[src/rtl/sw_debounce_enable_pkg.sv]
// Shared definitions for switch/button front-ends: debounce FSM encoding and counter sizing.
package sw_debounce_enable_pkg;

    typedef enum logic [1:0] {
        IDLE_LO = 2'd0,
        WAIT_HI = 2'd1,
        IDLE_HI = 2'd2,
        WAIT_LO = 2'd3
    } db_state_e;

    // Width able to hold 0..cycles inclusive; at least one bit.
    function automatic int db_cnt_width(input int cycles);
        return (cycles < 1) ? 1 : $clog2(cycles + 1);
    endfunction

endpackage

[src/rtl/sw_debounce_enable_sync_2ff.sv]
// Two-flop synchroniser for a single asynchronous bit; clears to 0 on synchronous active-low reset.
module sync_2ff (
    input  logic sysclk,
    input  logic rst_n,
    input  logic d,
    output logic q
);

    logic s1;
    logic s2;

    always_ff @(posedge sysclk) begin
        if (!rst_n) begin
            s1 <= 1'b0;
            s2 <= 1'b0;
        end else begin
            s1 <= d;
            s2 <= s1;
        end
    end

    assign q = s2;

endmodule

[src/rtl/sw_debounce_enable.sv]
// Switch cleaner for the LED PWM breathing stage: synchroniser, consecutive-cycle debounce FSM,
// registered edge strobes and an enable that is either the debounced level or a press-to-toggle latch.
module sw_debounce_enable #(
    parameter int DEBOUNCE_CYCLES = 500000,
    parameter bit TOGGLE_MODE     = 1'b0
) (
    input  logic sysclk,
    input  logic rst_n,
    input  logic SW_raw,
    output logic Enable_SW_1,
    output logic sw_level,
    output logic sw_rise,
    output logic sw_fall
);

    import sw_debounce_enable_pkg::*;

    localparam int            CW       = db_cnt_width(DEBOUNCE_CYCLES);
    localparam logic [CW-1:0] CNT_LAST = CW'(DEBOUNCE_CYCLES - 1);
    localparam logic [CW-1:0] CNT_ONE  = CW'(1);
    localparam logic [CW-1:0] CNT_MAX  = '1;

    logic          sw_sync;
    db_state_e     state_q, state_d;
    logic [CW-1:0] cnt_q, cnt_d;
    logic          level_q, level_d;
    logic          rise_q, rise_d;
    logic          fall_q, fall_d;
    logic          enable_q, enable_d;

    function automatic logic [CW-1:0] cnt_inc(input logic [CW-1:0] c);
        return (c == CNT_MAX) ? c : c + CNT_ONE;
    endfunction

    sync_2ff u_sync (
        .sysclk (sysclk),
        .rst_n  (rst_n),
        .d      (SW_raw),
        .q      (sw_sync)
    );

    always_comb begin
        state_d = state_q;
        cnt_d   = cnt_q;
        level_d = level_q;
        rise_d  = 1'b0;
        fall_d  = 1'b0;
        case (state_q)
            IDLE_LO: begin
                if (sw_sync) begin
                    // A one-cycle debounce window needs no wait state.
                    if (DEBOUNCE_CYCLES == 1) begin
                        state_d = IDLE_HI;
                        cnt_d   = '0;
                        level_d = 1'b1;
                        rise_d  = 1'b1;
                    end else begin
                        state_d = WAIT_HI;
                        cnt_d   = CNT_ONE;
                    end
                end
            end
            WAIT_HI: begin
                if (!sw_sync) begin
                    state_d = IDLE_LO;
                    cnt_d   = '0;
                end else if (cnt_q == CNT_LAST) begin
                    state_d = IDLE_HI;
                    cnt_d   = '0;
                    level_d = 1'b1;
                    rise_d  = 1'b1;
                end else begin
                    cnt_d = cnt_inc(cnt_q);
                end
            end
            IDLE_HI: begin
                if (!sw_sync) begin
                    if (DEBOUNCE_CYCLES == 1) begin
                        state_d = IDLE_LO;
                        cnt_d   = '0;
                        level_d = 1'b0;
                        fall_d  = 1'b1;
                    end else begin
                        state_d = WAIT_LO;
                        cnt_d   = CNT_ONE;
                    end
                end
            end
            WAIT_LO: begin
                if (sw_sync) begin
                    state_d = IDLE_HI;
                    cnt_d   = '0;
                end else if (cnt_q == CNT_LAST) begin
                    state_d = IDLE_LO;
                    cnt_d   = '0;
                    level_d = 1'b0;
                    fall_d  = 1'b1;
                end else begin
                    cnt_d = cnt_inc(cnt_q);
                end
            end
            default: begin
                state_d = IDLE_LO;
                cnt_d   = '0;
            end
        endcase
        enable_d = TOGGLE_MODE ? (enable_q ^ rise_d) : level_d;
    end

    always_ff @(posedge sysclk) begin
        if (!rst_n) begin
            state_q  <= IDLE_LO;
            cnt_q    <= '0;
            level_q  <= 1'b0;
            rise_q   <= 1'b0;
            fall_q   <= 1'b0;
            enable_q <= 1'b0;
        end else begin
            state_q  <= state_d;
            cnt_q    <= cnt_d;
            level_q  <= level_d;
            rise_q   <= rise_d;
            fall_q   <= fall_d;
            enable_q <= enable_d;
        end
    end

    assign Enable_SW_1 = enable_q;
    assign sw_level    = level_q;
    assign sw_rise     = rise_q;
    assign sw_fall     = fall_q;

endmodule

[config.mk]
export PLATFORM = sky130hd
export DESIGN_NAME = sw_debounce_enable
export DESIGN_NICKNAME = d
export VERILOG_FILES = /design/src/rtl/sw_debounce_enable_pkg.sv /design/src/rtl/sw_debounce_enable_sync_2ff.sv /design/src/rtl/sw_debounce_enable.sv
export SDC_FILE = /design/constraint.sdc
export NUM_CORES = 1
export LEC_CHECK = 0
export BUFFER_PORTS_ARGS = -buffer_cell sky130_fd_sc_hd__buf_2
export CORE_ASPECT_RATIO = 2
export CORE_MARGIN = 2
export CORE_UTILIZATION = 35
export CTS_BUF_LIST = sky130_fd_sc_hd__clkbuf_16
export CTS_CLUSTER_SIZE = 24
export DETAILED_ROUTE_END_ITERATION = 8
export GPL_TIMING_DRIVEN = 0
export PLACE_DENSITY_LB_ADDON = 0.2
export RECOVER_POWER = 25
export SYNTH_ARGS = -nofsm -noshare
export SYNTH_HDL_FRONTEND = slang
export SYNTH_SLANG_ARGS = --single-unit
export TNS_END_PERCENT = 100
[constraint.sdc]
create_clock -name sysclk -period 2.8 [get_ports sysclk]
set_input_delay 0.56 -clock sysclk [delete_from_list [all_inputs] [get_ports sysclk]]
set_output_delay 0.56 -clock sysclk [all_outputs]
set_load 0.02 [all_outputs]
==> results of run 1 <==
## critical path, cell delays in order, from the launching register on
cell and delay (ps):
dfxtp_1 430, ha_1 310, nand4_1 340, nor2_1 340, a31oi_1 180, buf_2 250, a41oi_1 220, a311oi_1 70
## cell usage after synthesis, types with 4 or more instances
library cell,n,area share
a211oi_1,4,0.021
a21o_1,4,0.021
a21oi_1,17,0.059
a311oi_1,6,0.036
a31oi_1,6,0.026
and3_1,5,0.022
buf_2,5,0.017
clkbuf_1,5,0.013
dfxtp_1,26,0.36
nand2_1,15,0.039
nand3_1,4,0.014
nand4_1,5,0.022
nor2_1,6,0.016
nor3_1,5,0.017
o21ai_0,8,0.028
## cell type report
class / instances / area [um^2]
fill: 446 / 2440
multi-input combinational: 131 / 862
sequential: 26 / 520
clock buffer: 3 / 75.1
tap: 52 / 65.1
buffer: 11 / 51.3
timing repair buffer: 5 / 20.0
inverter: 3 / 11.3
## state kept, by name, indices dropped and copies added, names as in the netlist, named ones only
signal,cells
state_q,1
sw_fall,1
u_sync.q,1
Enable_SW_1,1
u_sync.s1,1
cnt_q,19
sw_rise,1
## per-layer routing
| layer | vias up | share of wire | wire, um |
|---|---|---|---|
| met5 | - | 0 | 0 |
| met4 | 0 | 0.070 | 289 |
| met3 | 27 | 0.049 | 202 |
| met2 | 54 | 0.50 | 2070 |
| met1 | 694 | 0.38 | 1560 |
| li1 | 686 | - | - |
## layout by cell type, fill, tap and decap left out, drive strengths merged, types with 2 or more instances in the layout
cell type,count
a311oi,6
a21oi,17
a31oi,6
nor4,3
buf,7
or4,2
and4,3
nor3,6
nor4b,2
clkbuf,12
nand4,8
o21ai,9
nand2,16
and2,2
inv,3
or3,3
dfxtp,26
nand2b,3
a21o,4
nor2,6
a211oi,4
nand3,7
a41oi,3
and3,6
## power by group
part	switching, mW	internal, mW
Sequential	0.00664	0.375
Clock	0.126	0.189
Combinational	0.0369	0.0156
Total	0.169	0.580
## worst max-delay path by stage
stage                        start         to
after CTS                 cnt_q[0]   cnt_q[0]
after global routing      cnt_q[0]   cnt_q[0]
after floorplan           cnt_q[0]  cnt_q[11]
after global placement    cnt_q[0]   cnt_q[0]
after detailed placement  cnt_q[0]   cnt_q[0]
final                     cnt_q[0]   cnt_q[4]
## per-stage QoR
stage | instance area [um^2] | util | power (mW) | worst slack, ps
2_1_floorplan | 1450 | - | 0.425 | 949
3_3_place_gp | 1540 | 0.381 | 0.442 | 704
3_5_place_dp | 1540 | 0.381 | 0.443 | 675
4_1_cts | 1620 | 0.400 | 0.757 | 662
5_1_grt | 1610 | 0.397 | 0.775 | 377
6_report | 1610 | 0.397 | 0.749 | 535
## cell families after synthesis
| group | Yosys count | share of synthesized area |
|---|---|---|
| and+or+nand+nor | 69 | 0.303 |
| AOI/OAI and AO/OA | 59 | 0.273 |
| DFF | 26 | 0.359 |
| buffers and inverters | 14 | 0.0431 |
| xor gates and xnor gates | 1 | 0.00604 |
| muxes | 1 | 0.00690 |
| adders and majority gates | 1 | 0.00862 |
==> results.toml, run 1 <==
[outcome]
run_status = "finished, final reports clean"

[yosys]
synth_edf_count = 0
netlist_area_um2 = 1450
ys_ff_latch = 26
yosys_warnings = 0
synth-async-reset-ratio = 0
syn_avg_cell_area_um2 = 8.49
yosysUniqueCellTypes = 47
syn_inst = 171
syn_nets = 175
synth.yosys.seq_area_share = 0.359
synth_top_flop_cell = "dfxtp_1"

[critical_path]
startpoint_type = "register"
critPathCaptureType = "register"
r2r-start = "cnt_q[0]"
critPathMaxFanout = 10
cp_data_arrival_time_ps = 2390
worstPathRequired_ps = 2930
worstRegToRegCells = 7
r2r_end = "cnt_q[4]"
worst-setup-path-type = "reg -> reg"
reg2reg_slack_ps = 540

[cts]
postCtsHoldBufs = 0
tritoncts = "built"
insertion_delay_ps = 260
htreeDepth = 1
root_buffer = "clkbuf_16"
numClockSinks = 26
post_cts_resized = 0
post-cts-setup-buffer-count = 0
ctsLongestPathBuffers = 2
clkTransAtPathRegs_ps = 60
cts_buffers = 3

[global_route]
grt.busiest_layer = "met2"
grtUsageMet1 = 0.190
grt_max_degree = 14
grt_pass1_vias = 1386
grt.total_usage = 0.181
grt_pass1_wl_um = 6560
grt_use_met3 = 0.0219
overflow = 0
met2_usage = 0.317
antenna_found_initial = 0

[placement]
gp_congestion = 0.915
dp.cells = 228
portBuffers = 5
dp_hpwl_um = 3050

[finish]
area_growth_pct = 10.6
post_route_cells_drive_above_1_share = 0.128
antennaDiodeCount = 0
nets = 185
final_cells = 231

[floorplan]
fp.dieW_um = 49.5
dieArea_um2 = 4710
io_pins = 7
core-area_um2 = 4050
row_count = 33
die_h_um = 95.1
initial_core_util = 0.359

[sta]
hold_viol_final = 0
fmax_ghz = 0.442
period_share = 0.809
finClkSkew_ps = 4.87
min_period_ps = 2260
drv_slew = 0
tightest_slew_ps = 538
holdWs_ps = 442
tns_ps = 0
setup_violations = 0
rsz0062_at_grt = "false"
max_slew_margin = 0.638

[worst_hold_path]
min_from = "u_sync.s1"
hold_end = "u_sync.q"
whs_path_depth = 1
hold_class = "reg -> reg"

[pwr]
ir_worst_vdd_mv = 0.240
powerDensity_nw_per_um2 = 467
power_leakage_nw = 0.547

[run]
drv_cap = 0

[routing]
totalWireLength_um = 4120
postRouteAntennaNets = 0
dr.pass1.iters = 4
drt-vias-per-instance = 6.32
routedWlPerCell_um = 17.8
via_count = 1461
route.detailed.drc = 0
drtIter0Drc = 48
Power figures use the tool's default switching activity.
==> run 2, diff against run 1 <==
==> constraint.sdc (replaced) <==
create_clock -name sysclk -period 2.1 [get_ports sysclk]
set_input_delay 0.42 -clock sysclk [delete_from_list [all_inputs] [get_ports sysclk]]
set_output_delay 0.42 -clock sysclk [all_outputs]
set_load 0.02 [all_outputs]
==> run 2 against run 1 <==
Compared with the run above:
- fmax up 14%
- wire length rose by 1.5%
- count of clock-buffer cells in the layout unchanged
- clock power rose by 35%
- first-iteration DRC count shrank 33%
==> results.toml, run 2 (same netlist as run 1, synthesis figures left out) <==
[critical_path]
critPathMaxFanout = 10
critPathSlowestCell = "nor4b_1"
critPathCaptureType = "register"
cp_data_arrival_time_ps = 2110
startpoint_type = "register"
path_buf_inv = 1
cp_slowest_stage_delay_ps = 560
worstPathRequired_ps = 2230
worst-setup-path-type = "reg -> reg"
crit_family = "simple AND/OR/NAND/NOR gates"
path_cells = "nor4b_1, a31oi_1, buf_2, a41oi_1, a311oi_1"

[finish]
final_cells = 231
mostFrequentLayoutCell = "dfxtp_1"
regMostFlops = "cnt_q"
largest_reg_flops = 19
nets = 185
regArea_um2 = 522
mostFrequentLayoutCells = "dfxtp_1, a21oi_1, nand2_1"
antennaDiodeCount = 0
area_growth_pct = 13.1
multi_input_area_um2 = 897
final_area_um2 = 1640
post_route_cells_drive_above_1_share = 0.162
num-fill-cells = 442

[cts]
root_buffer = "clkbuf_16"
insertion_delay_ps = 260
numClockSinks = 26
ctsLongestPathBuffers = 2
tritoncts = "built"
htreeDepth = 1
clkTransAtPathRegs_ps = 70
post-cts-setup-buffer-count = 0
cts_buffers = 3

[sta]
tightest_slew_ps = 607
setup_violations = 0
min_period_ps = 1980
max_slew_margin = 0.589
holdWs_ps = 357
fmax_ghz = 0.504
hold_viol_final = 0
drv_slew = 0
finClkSkew_ps = 6.60
period_share = 0.944
rsz0062_at_grt = "false"
tns_ps = 0

[routing]
postRouteAntennaNets = 0
drt-vias-per-instance = 6.32
drtIter0Drc = 32
dr.pass1.iters = 6
routedWlPerCell_um = 18.1
totalWireLength_um = 4190
route.detailed.drc = 0
via_count = 1461

[outcome]
run_status = "finished, final reports clean"

[pwr]
clock_power_share = 0.423
netSwitchingFraction = 0.230
p_sw_uw = 231
combPwrFrac = 0.070
p_int_uw = 774
power_mw = 1.01
ir_worst_vdd_mv = 0.328
power_leakage_nw = 0.562
powerDensity_nw_per_um2 = 612
seqPwrFrac = 0.507

[placement]
portBuffers = 5
dp.cells = 228
dpl_cell_area_um2 = 1540
gp_congestion = 0.915
dp_hpwl_um = 3050

[global_route]
antenna_found_initial = 0
grt.total_usage = 0.181
grt_max_degree = 14
grt_pass1_vias = 1384
grt_pass1_wl_um = 6550
overflow = 0

[floorplan]
dieArea_um2 = 4710
core-area_um2 = 4050
row_count = 33
fp.dieW_um = 49.5
die_h_um = 95.1
io_pins = 7
initial_core_util = 0.359

[run]
drv_cap = 0

[worst_hold_path]
hold_class = "in -> reg"
run 2: power by group through the flow:
stage | clock (mW) | sequential [mW] | combinational [mW]
floorplan | 0 | 0.520 | 0.0456
global placement | 0 | 0.520 | 0.0698
detailed placement | 0 | 0.520 | 0.0703
CTS | 0.429 | 0.509 | 0.0709
global route | 0.447 | 0.511 | 0.0762
finish | 0.425 | 0.510 | 0.0707
run 2: area by class of cell:
cell class	count	share of cell area
buffer	11	0.0313
clock buffer	3	0.0457
inverter	3	0.00686
multi-input combinational	131	0.546
sequential	26	0.318
tap	52	0.0396
timing repair buffer	5	0.0122
run 2: worst reg2reg max path: cells and delay by family, from the launching register on:
kind	cells	cell delay (ps)
AO/OA/AOI/OAI	3	530
flip-flops	1	510
buffers and inverters	1	260
AND/OR/NAND/NOR	1	560
run 2: routing by layer:
layer	vias up	track usage	share of wire
li1	684	-	-
met2	47	0.317	0.51
met3	23	0.0219	0.038
met1	707	0.190	0.39
met5	-	0	0
met4	0	0.148	0.067
run 2: repair_timing:
| action | 4_1_cts | 5_1_grt |
|---|---|---|
| setup endpoints to repair | 6 | 19 |
| pin swaps | 0 | 0 |
| resized for setup | 1 | 6 |
| hold buffers | 0 | 0 |
run 2: path summary, 6_finish.rpt:
check,cells after the start,from,to,slack [ps]
worst max-delay path,5,cnt_q[8],cnt_q[14],120
worst min-delay path,2,SW_raw,u_sync.s1,360
worst max register to register,5,cnt_q[8],cnt_q[14],120
worst min register to register,1,u_sync.s1,u_sync.q,440
run 2: metrics by stage:
stage          worst slack (ps)   util
4_1_cts                    8.64  0.400
6_report                    117  0.406
2_1_floorplan               249      -
3_5_place_dp              -25.3  0.381
5_1_grt                    24.8  0.406
3_3_place_gp               3.63  0.381
